`src/rtl/pipeline_stall_ctrl_if.sv`:
```
// Stall-controller bus: hazard/wait requests from the pipeline and the stall vector returned to it.
// master = pipeline side, slave = stall controller.
interface pipeline_stall_ctrl_if;
  logic        id_stallreq;
  logic        ex_mc_start;
  logic        mem_req;
  logic        mem_ready;
  logic [5:0]  stall;
  logic        ex_mc_done;
  logic        mem_timeout;
  logic [31:0] stall_cycles;

  modport master (
    output id_stallreq, ex_mc_start, mem_req, mem_ready,
    input  stall, ex_mc_done, mem_timeout, stall_cycles
  );

  modport slave (
    input  id_stallreq, ex_mc_start, mem_req, mem_ready,
    output stall, ex_mc_done, mem_timeout, stall_cycles
  );
endinterface

```
`src/rtl/pipeline_stall_ctrl.sv`:
```
// Central stall controller: merges MEM wait (with timeout), multi-cycle EX hold and ID load-use
// requests into the 6-bit stall vector, and counts cycles in which the PC is stalled.
module pipeline_stall_ctrl #(
  parameter int unsigned MC_CYCLES   = 4,
  parameter int unsigned MEM_TIMEOUT = 16
) (
  input  logic                       clk,
  input  logic                       reset,
  pipeline_stall_ctrl_if.slave       bus
);

  localparam logic [7:0] MC_LOAD    = 8'(MC_CYCLES - 2);
  localparam logic [7:0] TIMEOUT_W  = 8'(MEM_TIMEOUT);

  localparam logic [5:0] STALL_MEM  = 6'b011111;
  localparam logic [5:0] STALL_EX   = 6'b001111;
  localparam logic [5:0] STALL_ID   = 6'b000111;

  typedef enum logic [1:0] {
    IDLE = 2'd0,
    BUSY = 2'd1,
    DONE = 2'd2
  } mc_state_t;

  mc_state_t   state_reg, state_next;
  logic [7:0]  mc_cnt_reg, mc_cnt_next;
  logic [7:0]  wait_cnt_reg, wait_cnt_next;
  logic        mem_timeout_reg;
  logic [31:0] stall_cycles_reg;

  logic        mem_stall;
  logic        timeout_hit;
  logic        ex_req;
  logic        mc_done;
  logic [5:0]  stall_vec;

  always_comb begin
    mem_stall     = 1'b0;
    timeout_hit   = 1'b0;
    wait_cnt_next = 8'd0;
    if (bus.mem_req && !bus.mem_ready) begin
      if (wait_cnt_reg < TIMEOUT_W) begin
        mem_stall     = 1'b1;
        wait_cnt_next = wait_cnt_reg + 8'd1;
      end else begin
        timeout_hit   = 1'b1;
      end
    end
  end

  always_comb begin
    state_next  = state_reg;
    mc_cnt_next = mc_cnt_reg;
    ex_req      = 1'b0;
    mc_done     = 1'b0;
    case (state_reg)
      IDLE: begin
        if (bus.ex_mc_start) begin
          ex_req      = 1'b1;
          mc_cnt_next = MC_LOAD;
          state_next  = BUSY;
        end
      end
      BUSY: begin
        ex_req = 1'b1;
        if (mc_cnt_reg == 8'd0) begin
          state_next = DONE;
        end else begin
          mc_cnt_next = mc_cnt_reg - 8'd1;
        end
      end
      DONE: begin
        mc_done = 1'b1;
        // With no EX request in DONE, stall[3] can only come from a MEM wait.
        if (!mem_stall) begin
          state_next = IDLE;
        end
      end
      default: begin
        state_next = IDLE;
      end
    endcase
  end

  always_comb begin
    stall_vec = 6'b000000;
    if (reset) begin
      stall_vec = 6'b000000;
    end else if (mem_stall) begin
      stall_vec = STALL_MEM;
    end else if (ex_req) begin
      stall_vec = STALL_EX;
    end else if (bus.id_stallreq) begin
      stall_vec = STALL_ID;
    end
  end

  always_ff @(posedge clk) begin
    if (reset) begin
      state_reg        <= IDLE;
      mc_cnt_reg       <= 8'd0;
      wait_cnt_reg     <= 8'd0;
      mem_timeout_reg  <= 1'b0;
      stall_cycles_reg <= 32'd0;
    end else begin
      state_reg        <= state_next;
      mc_cnt_reg       <= mc_cnt_next;
      wait_cnt_reg     <= wait_cnt_next;
      mem_timeout_reg  <= mem_timeout_reg | timeout_hit;
      if (stall_vec[0]) begin
        stall_cycles_reg <= stall_cycles_reg + 32'd1;
      end
    end
  end

  assign bus.stall        = stall_vec;
  assign bus.ex_mc_done   = mc_done && !reset;
  assign bus.mem_timeout  = mem_timeout_reg;
  assign bus.stall_cycles = stall_cycles_reg;

endmodule

```
`src/flat_wrapper.sv`:
```
// flat-port wrapper written by rule: the top's interface ports become plain ports
module pipeline_stall_ctrl_flat 
#(
  parameter int unsigned MC_CYCLES   = 4,
  parameter int unsigned MEM_TIMEOUT = 16
)
  (clk, reset, bus_id_stallreq, bus_ex_mc_start, bus_mem_req, bus_mem_ready, bus_stall, bus_ex_mc_done, bus_mem_timeout, bus_stall_cycles);
  pipeline_stall_ctrl_if bus_i ();
  input  logic clk;
  input  logic reset;
  input wire logic [$bits(bus_i.id_stallreq)-1:0] bus_id_stallreq;
  input wire logic [$bits(bus_i.ex_mc_start)-1:0] bus_ex_mc_start;
  input wire logic [$bits(bus_i.mem_req)-1:0] bus_mem_req;
  input wire logic [$bits(bus_i.mem_ready)-1:0] bus_mem_ready;
  output wire logic [$bits(bus_i.stall)-1:0] bus_stall;
  output wire logic [$bits(bus_i.ex_mc_done)-1:0] bus_ex_mc_done;
  output wire logic [$bits(bus_i.mem_timeout)-1:0] bus_mem_timeout;
  output wire logic [$bits(bus_i.stall_cycles)-1:0] bus_stall_cycles;
  assign bus_i.id_stallreq = bus_id_stallreq;
  assign bus_i.ex_mc_start = bus_ex_mc_start;
  assign bus_i.mem_req = bus_mem_req;
  assign bus_i.mem_ready = bus_mem_ready;
  assign bus_stall = bus_i.stall;
  assign bus_ex_mc_done = bus_i.ex_mc_done;
  assign bus_mem_timeout = bus_i.mem_timeout;
  assign bus_stall_cycles = bus_i.stall_cycles;
  pipeline_stall_ctrl #(.MC_CYCLES(MC_CYCLES), .MEM_TIMEOUT(MEM_TIMEOUT)) u_core (.clk(clk), .reset(reset), .bus(bus_i));
endmodule
```
`config.mk`:
```
export PLATFORM = sky130hd
export DESIGN_NAME = pipeline_stall_ctrl_flat
export DESIGN_NICKNAME = d
export VERILOG_FILES = /design/src/rtl/pipeline_stall_ctrl_if.sv /design/src/rtl/pipeline_stall_ctrl.sv /design/src/flat_wrapper.sv
export SDC_FILE = /design/constraint.sdc
export NUM_CORES = 1
export LEC_CHECK = 0
export BUFFER_PORTS_ARGS = -buffer_cell sky130_fd_sc_hd__buf_2
export CORE_MARGIN = 2
export CORE_UTILIZATION = 32
export CTS_CLUSTER_SIZE = 16
export DETAILED_ROUTE_END_ITERATION = 16
export GPL_ROUTABILITY_DRIVEN = 1
export GPL_TIMING_DRIVEN = 0
export PLACE_DENSITY_LB_ADDON = 0.08
export SYNTH_ARGS = -nofsm -noshare
export SYNTH_HDL_FRONTEND = slang
export SYNTH_SLANG_ARGS = --single-unit
```
`constraint.sdc`:
```
create_clock -name clk -period 3.7 [get_ports clk]
set_input_delay 0.37 -clock clk [delete_from_list [all_inputs] [get_ports clk]]
set_output_delay 0.37 -clock clk [all_outputs]
set_load 0.01 [all_outputs]
```
# After elaboration in Yosys (flattened, before gate mapping)
# Cells that the tools add are included.
# word_totals
register_bits,51
latch_bits,0
mem_bits_rw,0
rom_bits,0
input_bits,6
out_inout_bits,40
elab_cells,46
memories,0
# op_classes
n_addsub,3
n_mul,0
div_mod_pow,0
magnitude_cmp,1
eq_ne,6
n_shift,0
mux,18
bitwise,3
n_reduce_logical,10
# op_table
operator,count
$add A32 B1 Y32 const B,1
$mux W6,3
$mux W8,2
$pmux W8 S2,1
$add A8 B1 Y8 const B,1
$logic_not A8 Y1,1
$lt A8 B5 Y1 const B,1
$sub A8 B1 Y8 const B,1
$mux W1,6
$mux W2,3
$ne A2 B2 Y1 const B,3
$pmux W2 S3,1
$reduce_and A3 Y1,2
$mux W3,1
$reduce_or A3 Y1,1
$eq A2 B1 Y1 const B,1
$eq A2 B2 Y1 const B,1
$logic_and A1 B1 Y1,2
$logic_not A1 Y1,2
$logic_not A2 Y1,1
$ne A2 B1 Y1 const B,1
$not A1 Y1,2
$pmux W1 S2,1
$reduce_bool A2 Y1,1
$or A1 B1 Y1,1

# Logic depth before layout (Yosys ltp)
# Gate-level depths: netlist of the first run.
# depth
ltp_word,5
mapped_depth,8
depth_no_buf,7

# Worst setup path before layout of the first run
# OpenSTA, ideal clock, no wires.
# synth_path
kind,reg2out
from,register u_core.state_reg[0]
to,output bus_stall[1]
arrival_time_ns,1.839
required_time_ns,3.330
slack_ns,1.491
path_stages_with_launch,8
path_buffers,4
cell_sequence,dfxtp_1 > clkbuf_1 > o21ba_2 > a211oi_1 > clkbuf_1 > buf_2 > nor2_1 > buf_4
# synth_between
elab_chain_cells,5
# synth_rtl
element,line_no,source
start: declaration,pipeline_stall_ctrl.sv:25,"mc_state_t state_reg, state_next;"
start signal: assignment,pipeline_stall_ctrl.sv:106,state_reg <= state_next;
$eq A2 B1 Y1 or $logic_not A2 Y1 (tied branches),pipeline_stall_ctrl.sv:56,case (state_reg)
$pmux W1 S2 *,pipeline_stall_ctrl.sv:56,
$mux W6 *,pipeline_stall_ctrl.sv:91,end else if (ex_req) begin
$mux W6 *,pipeline_stall_ctrl.sv:89,end else if (mem_stall) begin
$mux W6 *,pipeline_stall_ctrl.sv:87,if (reset) begin
end: declaration,flat_wrapper.sv:15,output wire logic [$bits(bus_i.stall)-1:0] bus_stall;
# Mark *: on every way between the ends. The rest lies on a longest branch, timed or not.

# Worst setup path in the final report of the first run
# layout_path
from,register u_core.state_reg[0]
to,output bus_stall[2]
# The elaborated chain is that of the path after synthesis.

==> flow_summary.json, run 1 <==
{
  "start_kind": "flop",
  "clk_path_buf_depth": 2,
  "die_area_sq_um": 8049,
  "postSynthCellCount": 270,
  "drt-vias-per-instance": 4.816,
  "power_leakage_uw": 0.001070,
  "yosys-top-cells-area": "dfxtp_1, xnor2_1, nor2_1",
  "drv_cap": 0,
  "dp_hpwl_um": 4068,
  "critPathMaxStageDelay_ps": 630,
  "crit_chain": "clkbuf_1 -> o21ba_2 -> a211oi_1 -> clkbuf_1 -> buf_2 -> nor2_1 -> buf_4 -> buf_2",
  "fp.coreArea_sq_um": 7176,
  "status": "complete, no violations",
  "worstPathRequired_ps": 3330,
  "syn-mean-instance-area_sq_um": 8.707,
  "area_delta_synth_final_pct": 19.11,
  "clk_pin_slew_ps": 100,
  "io_pins": 46,
  "antennaDiodeCount": 0,
  "grt_pass1_vias": 1920,
  "drive_gt1_share_pct": 20.06,
  "rows": 31,
  "synth_area_leader_cell": "dfxtp_1",
  "grt_max_degree": 17,
  "synthFlopType": "dfxtp_1",
  "crit_slowest_cell": "a211oi_1",
  "finClkSkew_ps": 7.431,
  "grt.overflow.total": 0,
  "portBuffers": 43,
  "antenna_found_initial": 0,
  "cts_resized": 0,
  "yosysTopAreaCellShare_pct": 43.43,
  "grt_pass1_wl_um": 9411,
  "hold_path_class": "primary input to flop",
  "cts_tree": "yes",
  "mostFrequentLayoutCell": "dfxtp_1",
  "vdd_drop_max_v": 0.0001728,
  "ys.warnings.count": 0,
  "setup_tns_ps": 0,
  "crit_type": "flop to primary output",
  "wl_per_cell_um": 13.09,
  "ys_seq_elements": 51,
  "synth.distinct_cells": 46,
  "wl_um": 5536,
  "initial_utilization_pct": 32.76,
  "worst-path-max-fanout": 10,
  "cts_setup_buffers": 0,
  "dr.pass1.iters": 5,
  "slew_headroom_pct": 50.39,
  "cts-root-buf": "clkbuf_8",
  "fp.dieH_um": 89.72,
  "hold_viol": 0,
  "cts.sinks": 51,
  "critPathArrivalTime_ps": 2880,
  "slew_violations": 0,
  "h-tree-depth": 2,
  "period_share_pct": 87.72,
  "power.density_nw_per_um2": 511.0,
  "track_usage_pct": 14.26,
  "layout_min_cycle_time_ps": 3245,
  "syn-cell-area_sq_um": 2351,
  "die_w_um": 89.72,
  "rsz0062_at_grt": "false",
  "largest_register_ffs": 32,
  "cts_hold_buf": 0,
  "async_reset_ff_share_pct": 0,
  "drc": 0,
  "tightestPinTransition_ps": 739.7,
  "setup_viol": 0,
  "end_kind": "primary output",
  "vias": 2037,
  "clk_latency_ps": 300,
  "cts_buffers": 5,
  "synth_edf_count": 0,
  "place_congestion": 0.7381,
  "ys_seq_area_share_pct": 43.43,
  "fmaxAchievable_ghz": 0.3081,
  "layout_common_cells": "dfxtp_1, buf_2, nor2_1, xnor2_1, nand2_1",
  "utilization_pct": 39.02,
  "final_net_count": 333,
  "initialDrtViolationCount": 56,
  "route.antenna.remaining_nets": 0
}
==> layout make-up <==
cell class	instances	area (sq um)
flip-flops and latches	51	1021
clock buffers	6	82.58
clock inverters	2	16.27
well taps	99	123.9
fillers	759	4375
repair buffers	43	215.2
inverters	7	26.28
plain buffers	14	67.56
multi-input cells	201	1247
==> cells in the mapped netlist, types with 3 or more instances <==
master,number
a21o_1,3
a21oi_1,10
and4_1,6
buf_4,3
clkbuf_1,8
dfxtp_1,51
ha_1,4
inv_1,7
nand2_1,19
nand3_1,11
nand4_1,8
nor2_1,43
nor2b_1,3
nor3_1,8
nor4_1,8
nor4b_1,4
o21ai_0,4
or3_1,4
xnor2_1,23
xor2_1,9
==> per-layer routing <==
layer	part of all wire (%)	GRT usage (%)
met5	0	0
met3	3.5	3.437
met1	52	19.65
met2	44	22.60
met4	0.87	3.462
==> cell families after synthesis <==
kind of cell	after synthesis	synth area share, %
XOR/XNOR	32	11.92
AND/OR/NAND/NOR	132	30.07
multiplexers	2	0.9047
AO/OA/AOI/OAI	27	7.398
buffers and inverters	21	3.991
other	1	0.1595
adder cells (fa/ha/maj)	4	2.129
flip-flops	51	43.43
==> worst max-delay path: cells and delay by family, from the launching register on <==
kind	cells	cell delay, ps
buffers and inverters	5	1250
and+or+nand+nor	1	100
DFF	1	310
AOI/OAI and AO/OA	2	920
==> report_power, final <==
part           total [uW]  leakage, uW  switching [uW]  internal (uW)
clock                 345    0.0000474             192            153
combinational         425     0.000608             231            194
sequential            661     0.000414            54.4            607
total                1430      0.00107             477            954
==> final timing paths <==
path                     startpoint  cells past startpoint                    endpoint  slack [ps]
max             u_core.state_reg[0]                      8                bus_stall[2]         450
min reg2reg  u_core.wait_cnt_reg[0]                      1      u_core.wait_cnt_reg[0]         460
min                   bus_mem_ready                      4      u_core.bus.mem_timeout         410
max reg2reg     u_core.state_reg[0]                      8  u_core.bus.stall_cycles[4]        1020
==> through the flow <==
stage / instance area, sq um / hold slack (ps) / std cells / setup slack, ps / power (uW)
floorplan: 2362 / 417.6 / 273 / 1491 / 1004
global placement: 2701 / 435.6 / 415 / 769.3 / 1099
detailed placement: 2701 / 442.7 / 415 / 738.6 / 1102
CTS: 2800 / 402.4 / 423 / 382.6 / 1453
global route: 2800 / 456.8 / 423 / 213.4 / 1536
finish: 2800 / 406.9 / 423 / 454.5 / 1431
Power figures use the tool's default switching activity.
==> run 2, diff against run 1 <==
--- a/config.mk
+++ b/config.mk
@@ -7,7 +7,7 @@
 export LEC_CHECK = 0
 export BUFFER_PORTS_ARGS = -buffer_cell sky130_fd_sc_hd__buf_2
 export CORE_MARGIN = 2
-export CORE_UTILIZATION = 32
+export CORE_UTILIZATION = 58
 export CTS_CLUSTER_SIZE = 16
 export DETAILED_ROUTE_END_ITERATION = 16
 export GPL_ROUTABILITY_DRIVEN = 1
==> run 2 against run 1 <==
  * Combinational power up 1%
  * Power fell by 1.9%
  * Maximum frequency grew 3.4%
  * Sequential share of layout area grew 1.1 points
  * Non-clock buffer count did not move
==> flow_summary.json, run 2 (same netlist as run 1, synthesis figures left out) <==
{
  "status": "complete, no violations",
  "antennaDiodeCount": 0,
  "die_w_um": 67.67,
  "tightestPinTransition_ps": 685.4,
  "wl_per_cell_um": 13.43,
  "slew_violations": 0,
  "largest_register_ffs": 32,
  "drt-vias-per-instance": 5.602,
  "crit_type": "flop to primary output",
  "critPathArrivalTime_ps": 2770,
  "cts_resized": 0,
  "cts.sinks": 51,
  "power.density_nw_per_um2": 515.9,
  "initial_utilization_pct": 59.63,
  "drc": 0,
  "fmaxAchievable_ghz": 0.3187,
  "fp.dieH_um": 67.67,
  "portBuffers": 43,
  "clk_path_buf_depth": 2,
  "grt_max_degree": 15,
  "rr_worst_depth": 8,
  "die_area_sq_um": 4579,
  "grt_pass1_vias": 1798,
  "antenna_found_initial": 0,
  "period_share_pct": 84.81,
  "hold_path_end": "u_core.bus.mem_timeout",
  "cts_hold_buf": 0,
  "dp_hpwl_um": 3602,
  "reg2reg_from": "u_core.state_reg[0]",
  "cts_tree": "yes",
  "worstPathRequired_ps": 3330,
  "grt_pass1_wl_um": 8073,
  "design_area_sq_um": 2721,
  "layout_min_cycle_time_ps": 3138,
  "end_kind": "primary output",
  "rows": 23,
  "track_usage_pct": 23.42,
  "setup_viol": 0,
  "clk_latency_ps": 310,
  "area_delta_synth_final_pct": 15.75,
  "r2r_slack_ps": 1130,
  "h-tree-depth": 2,
  "layout_common_cells": "dfxtp_1, buf_2, nor2_1, xnor2_1, nand2_1",
  "drive_gt1_share_pct": 19.44,
  "cts_setup_buffers": 0,
  "cts_buffers": 5,
  "hold_viol": 0,
  "wl_um": 5021,
  "drv_cap": 0,
  "mostFrequentLayoutCell": "dfxtp_1",
  "start_kind": "flop",
  "reg2reg_to": "u_core.bus.stall_cycles[4]",
  "place_congestion": 0.7641,
  "vias": 2095,
  "vdd_drop_max_v": 0.0003259,
  "hold_path_class": "primary input to flop",
  "fp.coreArea_sq_um": 3943,
  "dr.pass1.iters": 4,
  "rsz0062_at_grt": "false",
  "grt.overflow.total": 0,
  "cts-root-buf": "clkbuf_8",
  "worst-path-max-fanout": 10,
  "hold_start": "bus_mem_ready",
  "worstHoldPathCells": 4,
  "initialDrtViolationCount": 97,
  "slew_headroom_pct": 53.88,
  "setup_tns_ps": 0,
  "place_area_sq_um": 2640,
  "final_net_count": 333,
  "io_pins": 46,
  "power_leakage_uw": 0.001065,
  "clk_pin_slew_ps": 90,
  "route.antenna.remaining_nets": 0,
  "finClkSkew_ps": 10.19
}
-- run 2: worst max-delay path by stage --
stage,start,endpoint,slack (ps),depth (start not counted)
global placement,u_core.state_reg[0],bus_stall[2],880,8
global route,u_core.state_reg[0],bus_stall[2],370,8
floorplan,u_core.state_reg[0],bus_stall[1],1490,7
CTS,u_core.state_reg[0],bus_stall[2],520,8
detailed placement,u_core.state_reg[0],bus_stall[2],870,8
finish,u_core.state_reg[0],bus_stall[2],560,8
-- run 2: area by class of cell --
| class | count | area [sq um] |
|---|---|---|
| Tap cell | 50 | 62.56 |
| Clock buffer | 7 | 76.32 |
| Buffer | 14 | 67.56 |
| Inverter | 7 | 26.28 |
| Clock inverter | 1 | 5.005 |
| Sequential cell | 51 | 1021 |
| Multi-Input combinational cell | 201 | 1247 |
| Timing Repair Buffer | 43 | 215.2 |
| Fill cell | 330 | 1221 |
-- run 2: critical path: stages (launching register included) --
cell and delay [ps]:
dfxtp_1 310, clkbuf_1 190, o21ba_2 290, a211oi_1 580, clkbuf_1 400, buf_2 320
nor2_1 100, buf_4 150, buf_2 120
-- run 2: layer usage --
layer,part of all wire [%],vias up,track usage (%)
met5,0,-,0
met4,1.3,0,7.653
met3,5.0,7,6.000
met2,46,55,36.89
met1,48,991,31.22
li1,-,1042,-
-- run 2: per-stage QoR --
stage | util (%) | instances | setup slack [ps] | power, uW | hold WS (ps)
final | 69.03 | 374 | 562.1 | 1404 | 402.6
after global placement | 66.96 | 366 | 880.0 | 1080 | 435.8
after detailed placement | 66.96 | 366 | 869.1 | 1095 | 445.5
after global routing | 69.03 | 374 | 373.6 | 1491 | 472.3
after CTS | 69.03 | 374 | 521.4 | 1409 | 398.4
after floorplan | - | 273 | 1491 | 1004 | 417.6
-- run 2: power breakdown --
| group | total, uW | internal [uW] | switching (uW) |
|---|---|---|---|
| logic | 431 | 194 | 237 |
| clock network | 309 | 133 | 176 |
| registers | 664 | 607 | 57.1 |
==> run 3, diff against run 2 <==
--- a/config.mk
+++ b/config.mk
@@ -7,7 +7,7 @@
 export LEC_CHECK = 0
 export BUFFER_PORTS_ARGS = -buffer_cell sky130_fd_sc_hd__buf_2
 export CORE_MARGIN = 2
-export CORE_UTILIZATION = 58
+export CORE_UTILIZATION = 49
 export CTS_CLUSTER_SIZE = 16
 export DETAILED_ROUTE_END_ITERATION = 16
 export GPL_ROUTABILITY_DRIVEN = 1
==> constraint.sdc (replaced) <==
create_clock -name clk -period 2.6 [get_ports clk]
set_input_delay 0.26 -clock clk [delete_from_list [all_inputs] [get_ports clk]]
set_output_delay 0.26 -clock clk [all_outputs]
set_load 0.01 [all_outputs]
==> run 3 against run 2 <==
  * Power grew 49%
  * Via count shrank 4.1%
  * Wire length shrank 2.4%
  * Final cell count grew 0.80%
  * Combinational power grew 38%
  * Non-clock buffer count shrank 1
  * Utilization shrank 9.6 points
  * Critical path depth shrank 1
  * Cell area grew 1.7%
  * Die area grew 17%
  * Flip-flop and latch count is the same
  * Critical endpoint is now bus_stall[1]
  * Largest power group unchanged
==> flow_summary.json, run 3 (same netlist as run 1, synthesis figures left out) <==
{
  "io_pins": 46,
  "crit_type": "flop to primary output",
  "largest_register_ffs": 32,
  "drt-vias-per-instance": 5.332,
  "route.antenna.remaining_nets": 0,
  "drc": 0,
  "start_kind": "flop",
  "fmaxAchievable_ghz": 0.4161,
  "crit_start": "u_core.state_reg[0]",
  "layout_common_cells": "dfxtp_1, buf_2, nor2_1, xnor2_1, nand2_1",
  "grt_pass1_vias": 1837,
  "status": "complete, no violations",
  "drive_gt1_share_pct": 20.43,
  "power_uw": 2089,
  "nFillCells": 450,
  "fp.coreArea_sq_um": 4661,
  "portBuffers": 43,
  "cts.sinks": 51,
  "tightestPinTransition_ps": 587.4,
  "critPathArrivalTime_ps": 2140,
  "cts-root-buf": "clkbuf_8",
  "die_w_um": 73.27,
  "setup_viol": 0,
  "dr.pass1.iters": 4,
  "cts_tree": "yes",
  "slew_violations": 0,
  "die_area_sq_um": 5368,
  "power.density_nw_per_um2": 754.3,
  "worstPathRequired_ps": 2340,
  "initial_utilization_pct": 50.44,
  "dp_hpwl_um": 3600,
  "drv_cap": 0,
  "clk_path_buf_depth": 2,
  "clk_latency_ps": 300,
  "area_delta_synth_final_pct": 17.78,
  "wl_per_cell_um": 12.99,
  "utilization_pct": 59.41,
  "clk_pin_slew_ps": 90,
  "period_share_pct": 92.43,
  "hold_start": "bus_mem_ready",
  "grt_pass1_wl_um": 8238,
  "antennaDiodeCount": 0,
  "wl_um": 4898,
  "grt.overflow.total": 0,
  "h-tree-depth": 2,
  "end_kind": "primary output",
  "rows": 25,
  "setup_tns_ps": 0,
  "hold_path_class": "primary input to flop",
  "hold_viol": 0,
  "power_leakage_uw": 0.001081,
  "place_congestion": 0.8098,
  "vias": 2010,
  "layout_min_cycle_time_ps": 2403,
  "fp.dieH_um": 73.27,
  "finClkSkew_ps": 6.681,
  "mostFrequentLayoutCell": "dfxtp_1",
  "grt_max_degree": 20,
  "cts_buffers": 5,
  "final_net_count": 332,
  "worst-path-max-fanout": 19,
  "rsz0062_at_grt": "false",
  "reg2reg_from": "u_core.bus.stall_cycles[2]",
  "cts_setup_buffers": 0,
  "track_usage_pct": 19.64,
  "vdd_drop_max_v": 0.0003354,
  "initialDrtViolationCount": 84,
  "antenna_found_initial": 0,
  "slew_headroom_pct": 60.48
}
-- run 3: cell types whose count changed in the layout (fill, tap and decap cells not counted), sizes merged --
cell,previous run,this run
clkbuf,16,14
buf,48,47
bufinv,0,1
clkinv,1,2
-- run 3: path summary, 6_finish.rpt --
| path | end | slack, ps | depth (start not counted) |
|---|---|---|---|
| max | bus_stall[1] | 200 | 7 |
| max reg2reg | u_core.bus.stall_cycles[25] | 300 | 6 |
| min reg2reg | u_core.wait_cnt_reg[0] | 450 | 1 |
| min | u_core.bus.mem_timeout | 310 | 4 |
-- run 3: metal layers --
layer	part of all wire, %	track usage, %	routed length [um]	vias up
met4	1.0	5.556	49	0
li1	-	-	-	1040
met2	44	31.43	2170	35
met1	51	26.67	2495	930
met3	3.7	4.390	182	5
met5	0	0	0	-
-- run 3: timing repair --
action	CTS	global route
resized for setup	4	0
endpoints found under the setup margin	4	0
hold buffers	0	0
-- run 3: stage by stage --
step	hold WS, ps	area (sq um)	cells	setup slack (ps)
after floorplan	417.6	2362	273	490.3
after global placement	435.6	2645	370	-130.1
after detailed placement	439.4	2645	370	-95.61
after CTS	307.8	2769	377	158.3
after global routing	371.4	2769	377	47.51
final	311.8	2769	377	196.9
-- run 3: power breakdown --
part           leakage, uW  switching (uW)  internal (uW)  total (uW)
logic             0.000609             317            278         595
clock network    0.0000581             266            287         553
registers         0.000414            77.1            863         940
total              0.00108             661           1430        2090
-- run 3: final cells by class --
class | count | area, sq um | area share (%)
multi-input combinational | 201 | 1260 | 45.50
sequential | 51 | 1021 | 36.87
timing repair buffer | 43 | 215.2 | 7.772
clock buffer | 5 | 68.82 | 2.485
tap | 54 | 67.56 | 2.440
buffer | 13 | 66.31 | 2.395
clock inverter | 3 | 43.79 | 1.582
inverter | 7 | 26.28 | 0.9489
-- run 3: worst max-delay path: stages, from the launching register on --
cell and delay, ps:
dfxtp_1 310, clkbuf_1 190, o21ba_2 300, a211oi_4 320
clkbuf_4 350, nor2_1 100, buf_4 150, buf_2 130
